`src/rtl/alu_issue_ctrl.sv`:
```
// alu_issue_ctrl: single-issue sequencer feeding one ALU op at a time
// from a 4-entry register file, with preload, timeout and sticky error.
module alu_issue_ctrl #(
   parameter int DATA_SIZE     = 8,
   parameter int OP_CODE_SIZE  = 4,
   parameter int REG_ADDR_SIZE = 2
) (
   input  logic                                    CLOCK,
   input  logic                                    RESET,
   input  logic [OP_CODE_SIZE+3*REG_ADDR_SIZE-1:0] INSTR,
   input  logic                                    INSTR_VALID,
   output logic                                    INSTR_READY,
   input  logic                                    LOAD_EN,
   input  logic [REG_ADDR_SIZE-1:0]                LOAD_ADDR,
   input  logic [DATA_SIZE-1:0]                    LOAD_DATA,
   input  logic [REG_ADDR_SIZE-1:0]                RD_ADDR,
   output logic [DATA_SIZE-1:0]                    RD_DATA,
   output logic [DATA_SIZE-1:0]                    ALU_A,
   output logic [DATA_SIZE-1:0]                    ALU_B,
   output logic [OP_CODE_SIZE-1:0]                 ALU_OP,
   output logic                                    ALU_ENABLE,
   input  logic [DATA_SIZE-1:0]                    ALU_RESULT,
   input  logic                                    ALU_VALID,
   output logic                                    BUSY,
   output logic                                    DONE,
   output logic                                    ERROR
);

   localparam int RA   = REG_ADDR_SIZE;
   localparam int OPW  = OP_CODE_SIZE;
   localparam int NREG = 1 << RA;

   typedef enum logic [1:0] {
      S_IDLE,
      S_ISSUE,
      S_WAIT
   } state_t;

   state_t               state_q;
   logic [OPW-1:0]       op_q;
   logic [RA-1:0]        dst_q;
   logic [RA-1:0]        srca_q;
   logic [RA-1:0]        srcb_q;
   logic [DATA_SIZE-1:0] a_hold_q;
   logic [DATA_SIZE-1:0] b_hold_q;
   logic                 en_q;
   logic                 done_q;
   logic                 err_q;
   logic [1:0]           cnt_q;
   logic [DATA_SIZE-1:0] regs_q [NREG];

   logic [OPW-1:0]       in_op;
   logic [RA-1:0]        in_dst;
   logic [RA-1:0]        in_srca;
   logic [RA-1:0]        in_srcb;
   logic                 idle;
   logic                 accept;
   logic                 legal;
   logic                 wb;
   logic [DATA_SIZE-1:0] rd_a;
   logic [DATA_SIZE-1:0] rd_b;

   assign in_op   = INSTR[OPW+3*RA-1 -: OPW];
   assign in_dst  = INSTR[3*RA-1 -: RA];
   assign in_srca = INSTR[2*RA-1 -: RA];
   assign in_srcb = INSTR[RA-1:0];

   assign idle   = (state_q == S_IDLE);
   assign accept = INSTR_VALID & idle;
   assign legal  = ~in_op[OPW-1];
   assign wb     = (state_q == S_WAIT) & ALU_VALID;

   assign rd_a = regs_q[srca_q];
   assign rd_b = regs_q[srcb_q];

   // Operands come straight from the register file while issuing so a
   // preload on the accept edge is seen; afterwards the hold copy drives.
   assign ALU_A       = en_q ? rd_a : a_hold_q;
   assign ALU_B       = en_q ? rd_b : b_hold_q;
   assign ALU_OP      = op_q;
   assign ALU_ENABLE  = en_q;
   assign INSTR_READY = idle;
   assign BUSY        = ~idle;
   assign DONE        = done_q;
   assign ERROR       = err_q;
   assign RD_DATA     = regs_q[RD_ADDR];

   // Issue FSM with registered enable, done pulse, error and timeout.
   always_ff @(posedge CLOCK or negedge RESET) begin
      if (!RESET) begin
         state_q  <= S_IDLE;
         op_q     <= '0;
         dst_q    <= '0;
         srca_q   <= '0;
         srcb_q   <= '0;
         a_hold_q <= '0;
         b_hold_q <= '0;
         en_q     <= 1'b0;
         done_q   <= 1'b0;
         err_q    <= 1'b0;
         cnt_q    <= 2'd0;
      end else begin
         en_q   <= 1'b0;
         done_q <= 1'b0;
         unique case (state_q)
            S_IDLE: begin
               if (accept) begin
                  if (legal) begin
                     op_q    <= in_op;
                     dst_q   <= in_dst;
                     srca_q  <= in_srca;
                     srcb_q  <= in_srcb;
                     en_q    <= 1'b1;
                     state_q <= S_ISSUE;
                  end else begin
                     err_q <= 1'b1;
                  end
               end
            end
            S_ISSUE: begin
               a_hold_q <= rd_a;
               b_hold_q <= rd_b;
               cnt_q    <= 2'd0;
               state_q  <= S_WAIT;
            end
            S_WAIT: begin
               if (ALU_VALID) begin
                  done_q  <= 1'b1;
                  state_q <= S_IDLE;
               end else if (cnt_q == 2'd3) begin
                  err_q   <= 1'b1;
                  state_q <= S_IDLE;
               end else begin
                  cnt_q <= cnt_q + 2'd1;
               end
            end
            default: state_q <= S_IDLE;
         endcase
      end
   end

   // Register file: ALU writeback in WAIT, external preload only in IDLE.
   always_ff @(posedge CLOCK or negedge RESET) begin
      if (!RESET) begin
         for (int i = 0; i < NREG; i++) regs_q[i] <= '0;
      end else if (wb) begin
         regs_q[dst_q] <= ALU_RESULT;
      end else if (LOAD_EN && idle) begin
         regs_q[LOAD_ADDR] <= LOAD_DATA;
      end
   end

endmodule

```
`config.mk`:
```
export PLATFORM = sky130hd
export DESIGN_NAME = alu_issue_ctrl
export DESIGN_NICKNAME = d
export VERILOG_FILES = /design/src/rtl/alu_issue_ctrl.sv
export SDC_FILE = /design/constraint.sdc
export NUM_CORES = 1
export LEC_CHECK = 0
export BUFFER_PORTS_ARGS = -buffer_cell sky130_fd_sc_hd__buf_4
export CAP_MARGIN = 20
export CORE_UTILIZATION = 50
export CTS_CLUSTER_SIZE = 16
export DETAILED_ROUTE_END_ITERATION = 8
export GPL_TIMING_DRIVEN = 0
export PLACE_DENSITY = 0.8
export SLEW_MARGIN = 20
export SYNTH_ARGS = -nofsm -noshare
export SYNTH_HDL_FRONTEND = slang
export SYNTH_SLANG_ARGS = --single-unit
export TNS_END_PERCENT = 1
```
`constraint.sdc`:
```
create_clock -name CLOCK -period 3.3 [get_ports CLOCK]
set_clock_uncertainty 0.2 [all_clocks]
set_input_delay 0.165 -clock CLOCK [delete_from_list [all_inputs] [get_ports CLOCK]]
set_output_delay 0.165 -clock CLOCK [all_outputs]
set_load 0.05 [all_outputs]
```
# Yosys cells after proc, flatten, opt, wreduce, memory -nomap -nowiden
# Index checks and enable logic that the tools add are counted.
dict set report word_totals {
  ff_bits 64
  input_bits 35
  elab_cells 90
  output_inout_bits 33
}
dict set report op_classes {
  eq_ne 10
  magnitude_cmp 7
  muxes 37
  add_sub_neg 1
  reduce_logical 11
  bitwise 9
}
# cell n
set op_table {}
lappend op_table {{two-way mux 8 bit} 10}
lappend op_table {{bitwise mux 32 bit} 2}
lappend op_table {{two-way mux 32 bit} 2}
lappend op_table {{binary-select mux 8 bit (select 2 bit)} 3}
lappend op_table {{demux 8 bit (select 2 bit)} 2}
lappend op_table {{>= comparator 3 bit, second input constant} 5}
lappend op_table {{inverter 2 -> 3 bit} 5}
lappend op_table {{two-way mux 2 bit} 6}
lappend op_table {{two-way mux 1 bit} 9}
lappend op_table {{AND reduction 3 bit} 3}
lappend op_table {{!= test 2 bit, second input constant} 4}
lappend op_table {{< comparator 3 x 1 -> 1 bit, second input constant} 2}
lappend op_table {{one-hot mux 2 bit (3 select lines)} 1}
lappend op_table {{nonzero test 2 bit} 3}
lappend op_table {{AND reduction 5 bit} 1}
lappend op_table {{== test 2 bit, second input constant} 2}
lappend op_table {{!= test 2 x 1 -> 1 bit, second input constant} 2}
lappend op_table {{one-hot mux 2 bit (2 select lines)} 1}
lappend op_table {{logical AND 1 bit} 3}
lappend op_table {{!= test 3 x 2 -> 1 bit, second input constant} 1}
lappend op_table {{adder 2 x 1 -> 2 bit, second input constant} 1}
lappend op_table {{bitwise AND 1 bit} 2}
lappend op_table {{== test 2 x 1 -> 1 bit, second input constant} 1}
lappend op_table {{logical NOT 2 bit} 1}
lappend op_table {{2 further kinds} 3}

# Logic depth before layout (Yosys ltp)
dict set report depth {
  word_depth 8
  depth_mapped 6
  ltp_nobuf 4
}

# Worst setup path before layout
# OpenSTA, ideal clock, no wires.
dict set report synth_timing {
  kind {register to output}
  start {reg en_q, in the netlist ALU_ENABLE}
  end {out ALU_A[4]}
  path_stages_with_launch 4
  path_buffers 2
  slack_ps 1302
  required_ps 2935
  t_arrival_ps 1633
  cell_sequence {dfrtp_1 > clkbuf_1 > buf_2 > mux2_2}
}
dict set report synth_between {
  elab_chain_len 1
}
# item line_no
set synth_lines {}
lappend synth_lines {{start: declaration} 46} ;# logic en_q;
lappend synth_lines {{start signal: assignment} 98} ;# en_q <= 1'b0;
lappend synth_lines {{start signal: assignment} 103} ;# en_q <= 1'b0;
lappend synth_lines {{start signal: assignment} 113} ;# en_q <= 1'b1;
lappend synth_lines {{two-way mux 8 bit} 78} ;# assign ALU_A = en_q ? rd_a : a_hold_q;
lappend synth_lines {{end: declaration} 18} ;# output logic [DATA_SIZE-1:0] ALU_A,
# Every way passes these cells.

# Final worst setup path
dict set report layout_timing {
  start {reg srcb_q[1]}
  end {out ALU_B[0]}
}
dict set report layout_between {
  elab_chain_len 5
}
# item line_no
set layout_lines {}
lappend layout_lines {{start: declaration} 43} ;# logic [RA-1:0] srcb_q;
lappend layout_lines {{start signal: assignment} 112} ;# srcb_q <= in_srcb;
lappend layout_lines {{inverter 2 -> 3 bit (implied by the code)} 74} ;# assign rd_b = regs_q[srcb_q];
lappend layout_lines {{binary-select mux 8 bit (select 2 bit)} 74}
lappend layout_lines {{two-way mux 8 bit (implied by the code) (2 in a row)} 74}
lappend layout_lines {{two-way mux 8 bit} 79} ;# assign ALU_B = en_q ? rd_b : b_hold_q;
lappend layout_lines {{end: declaration} 19} ;# output logic [DATA_SIZE-1:0] ALU_B,
# Every way passes these cells. The select of a mux whose other input is x is not followed.

==> impl_results.md <==
* First-pass GRT wire length at 15370 µm
* Dpl cells at 414
* Crit end category: primary output
* Drt pass-1 iters at 4
* Max_cap viols at 0
* Reg2reg end: regs_q[29]
* CTS Root Cell: clkbuf_8
* Setup TNS at 0 ns
* Setup violators final at 0
* Leakage at 0.002299 µW
* DP HPWL at 6333 µm
* Fill cell count at 521
* DRC Markers at 0
* R2r worst-path depth at 5
* Reg2reg start: dst_q[0]
* Required time worst endpoint at 2.93 ns
* Outcome: completed
* PD cells at 880.0 nW/µm²
* Initial DRC count at 264
* Total Power at 4246 µW
* Register area share after synthesis at 44.23%
* Vias per cell at 6.210
* Syn_area_per_cell at 14.26 µm²
* Antenna Nets Post-Route at 0
* Slew @ Worst Pin at 0.8256 ns
* EDFF count, synth at 0
* Fin cells at 467
* Crit path launch type: register
* Via count at 2900
* Mapped Cells at 254
* Post-synth cell types at 40
* Post-synth net total at 290
* DIE AREA at 7586 µm²
* Top_reg_cell synth: dfrtp_1
* Flops & latches, synth at 64
* GRT Total Usage at 28.09%
* Share of cells above drive strength 1 at 41.24%
* Clock sink count at 64
* Commonest non-fill, non-tap cell in the layout: buf_4
* I/O pin total at 68
* H-tree depth at 3
* Share of the synthesized area in the top cell type at 44.23%
* Area grow syn2layout at 33.24%
* Num CTS Buffers at 9
* Nets@finish at 402
* Worst-Skew Late Latency at 0.35 ns
* DIE HEIGHT at 87.10 µm
* Fin crit period at 2.541 ns
* Worst setup path startpoint: srcb_q[1]
* Wirelength per Cell at 21.21 µm
* Inserted Diodes at 0
* Overflow after GRT at 0
* Worst-path clk slew at 0.07 ns
* Peak supply drop at 514.1 µV
* Synthesis warning total at 0
* GPL Wtd Cong at 0.8538
* FF-to-FF setup slack at 0.85 ns
* Fin. max-slew vios at 0
* Commonest non-fill, non-tap cells in the layout: 71 x buf_4, 64 x dfrtp_1, 37 x dlygate4sd3_1
* DRT Wirelength at 9907 µm
* Relative slew margins at 44.96%
* Worst hold-check path type: in -> reg
* Top cells by area, synth: dfrtp_1 44%, mux4_2 15%, a221o_1 8.8%, mux2_2 7.2%, and3_1 5.5%
* Mapped Area at 3621 µm²
* Final setup margin at 0.7586 ns
* Cell taking the most area after synthesis: dfrtp_1
* CTS tree: done
* CP arrival at 2.18 ns
* Pre-CTS WS at 1.192 ns
* Crit share post-route at 77.01%
* Worst setup path class: reg -> out
* Largest net degree at the start of global routing at 65
* Ys async rst share at 100.0%
* Vias in the first global route at 2986
* PortBufs at 64
* # rows at 30
* Final hold vios at 0
* Crit path max fanout at 9
* Critical Path Sink: ALU_B[0]
* Initial Util at 52.43%
* CTS max path bufs at 2
* Max frequency at 393.5 MHz
* Unrepaired setup endpoints after global routing: no
* CORE AREA at 6907 µm²
* Width of the die at 87.10 µm
* Initial antenna violation count at 0
[critical path: stages, from the launching register on]
cell and delay (ns):
dfrtp_1 0.33, clkbuf_1 0.58, mux4_2 0.44, mux2_2 0.28
buf_4 0.19
[state kept, by name (all words and copies together) (netlist names)]
register,count
ALU_ENABLE,1
ALU_OP,3
DONE,1
ERROR,1
a_hold_q,8
b_hold_q,8
cnt_q,2
dst_q,2
regs_q,32
srca_q,2
srcb_q,2
state_q,2
[area by class of cell]
| type | instances | area (µm²) | share of cell area, % |
|---|---|---|---|
| multi-input cells | 162 | 1853 | 38.41 |
| flip-flops and latches | 64 | 1602 | 33.20 |
| repair buffers | 101 | 850.8 | 17.63 |
| clock buffers | 14 | 172.7 | 3.579 |
| plain buffers | 23 | 147.6 | 3.060 |
| well taps | 96 | 120.1 | 2.490 |
| clock inverters | 2 | 60.06 | 1.245 |
| inverters | 5 | 18.77 | 0.3890 |
[worst min path at each step]
stage | from | endpoint | slack, ns | cells after the start
after CTS | INSTR_VALID | ERROR | 0.04 | 4
after global placement | RESET | b_hold_q[7] | 0.10 | 1
final | INSTR_VALID | ERROR | 0.04 | 4
after detailed placement | RESET | b_hold_q[7] | 0.11 | 1
after global routing | INSTR_VALID | ERROR | 0.08 | 4
after floorplan | RESET | ALU_ENABLE | -0.33 | 0
[stage by stage]
step                      util (%)  hold WS (ns)  cell area (µm²)
after global routing         69.86       0.07679             4825
after floorplan                  -       -0.3306             3621
final                        69.86       0.03919             4825
after detailed placement     61.12        0.1126             4222
after CTS                    69.86       0.03776             4825
after global placement       61.12        0.1034             4222
[cells in the mapped netlist (2+ instances only)]
master	instances
a22oi_4	3
nor2_1	2
inv_2	2
mux4_2	24
buf_6	4
nand3b_1	2
dfrtp_1	64
a221o_1	32
nor3_4	2
and3_1	32
mux2_1	17
mux2_2	23
inv_1	3
buf_4	7
clkbuf_1	7
o21ai_1	3
buf_2	4
[metal layers]
metal  GRT usage [%]  vias to the layer above  routed length, µm
met5               0                        -                  0
met4           15.80                        0                294
met3           7.299                       26                742
met2           45.60                      161               5032
met1           34.29                     1464               3838
li1                -                     1249                  -
[timing repair]
item                      CTS  global route
hold buffers               37             0
hold endpoints to repair  109             0
buffers inserted            0             0
gates resized for setup     0             0
[cells by family (layout without fill, tap and decap cells)]
family | count (synthesis) | in the layout | synth area share (%)
AND/OR/NAND/NOR | 52 | 52 | 10.92
multiplexers | 65 | 65 | 27.64
flip-flops | 64 | 64 | 44.23
AO/OA/AOI/OAI | 43 | 43 | 12.16
adder cells (fa/ha/maj) | 1 | 1 | 0.3455
other | 1 | 1 | 0.1036
buffers and inverters | 28 | 145 | 4.596
[power breakdown]
group	switching [µW]	internal (µW)
combinational	1140	960
clock	305	488
sequential	262	1090
total	1710	2540
No activity file was read; power rests on OpenSTA's default activity.
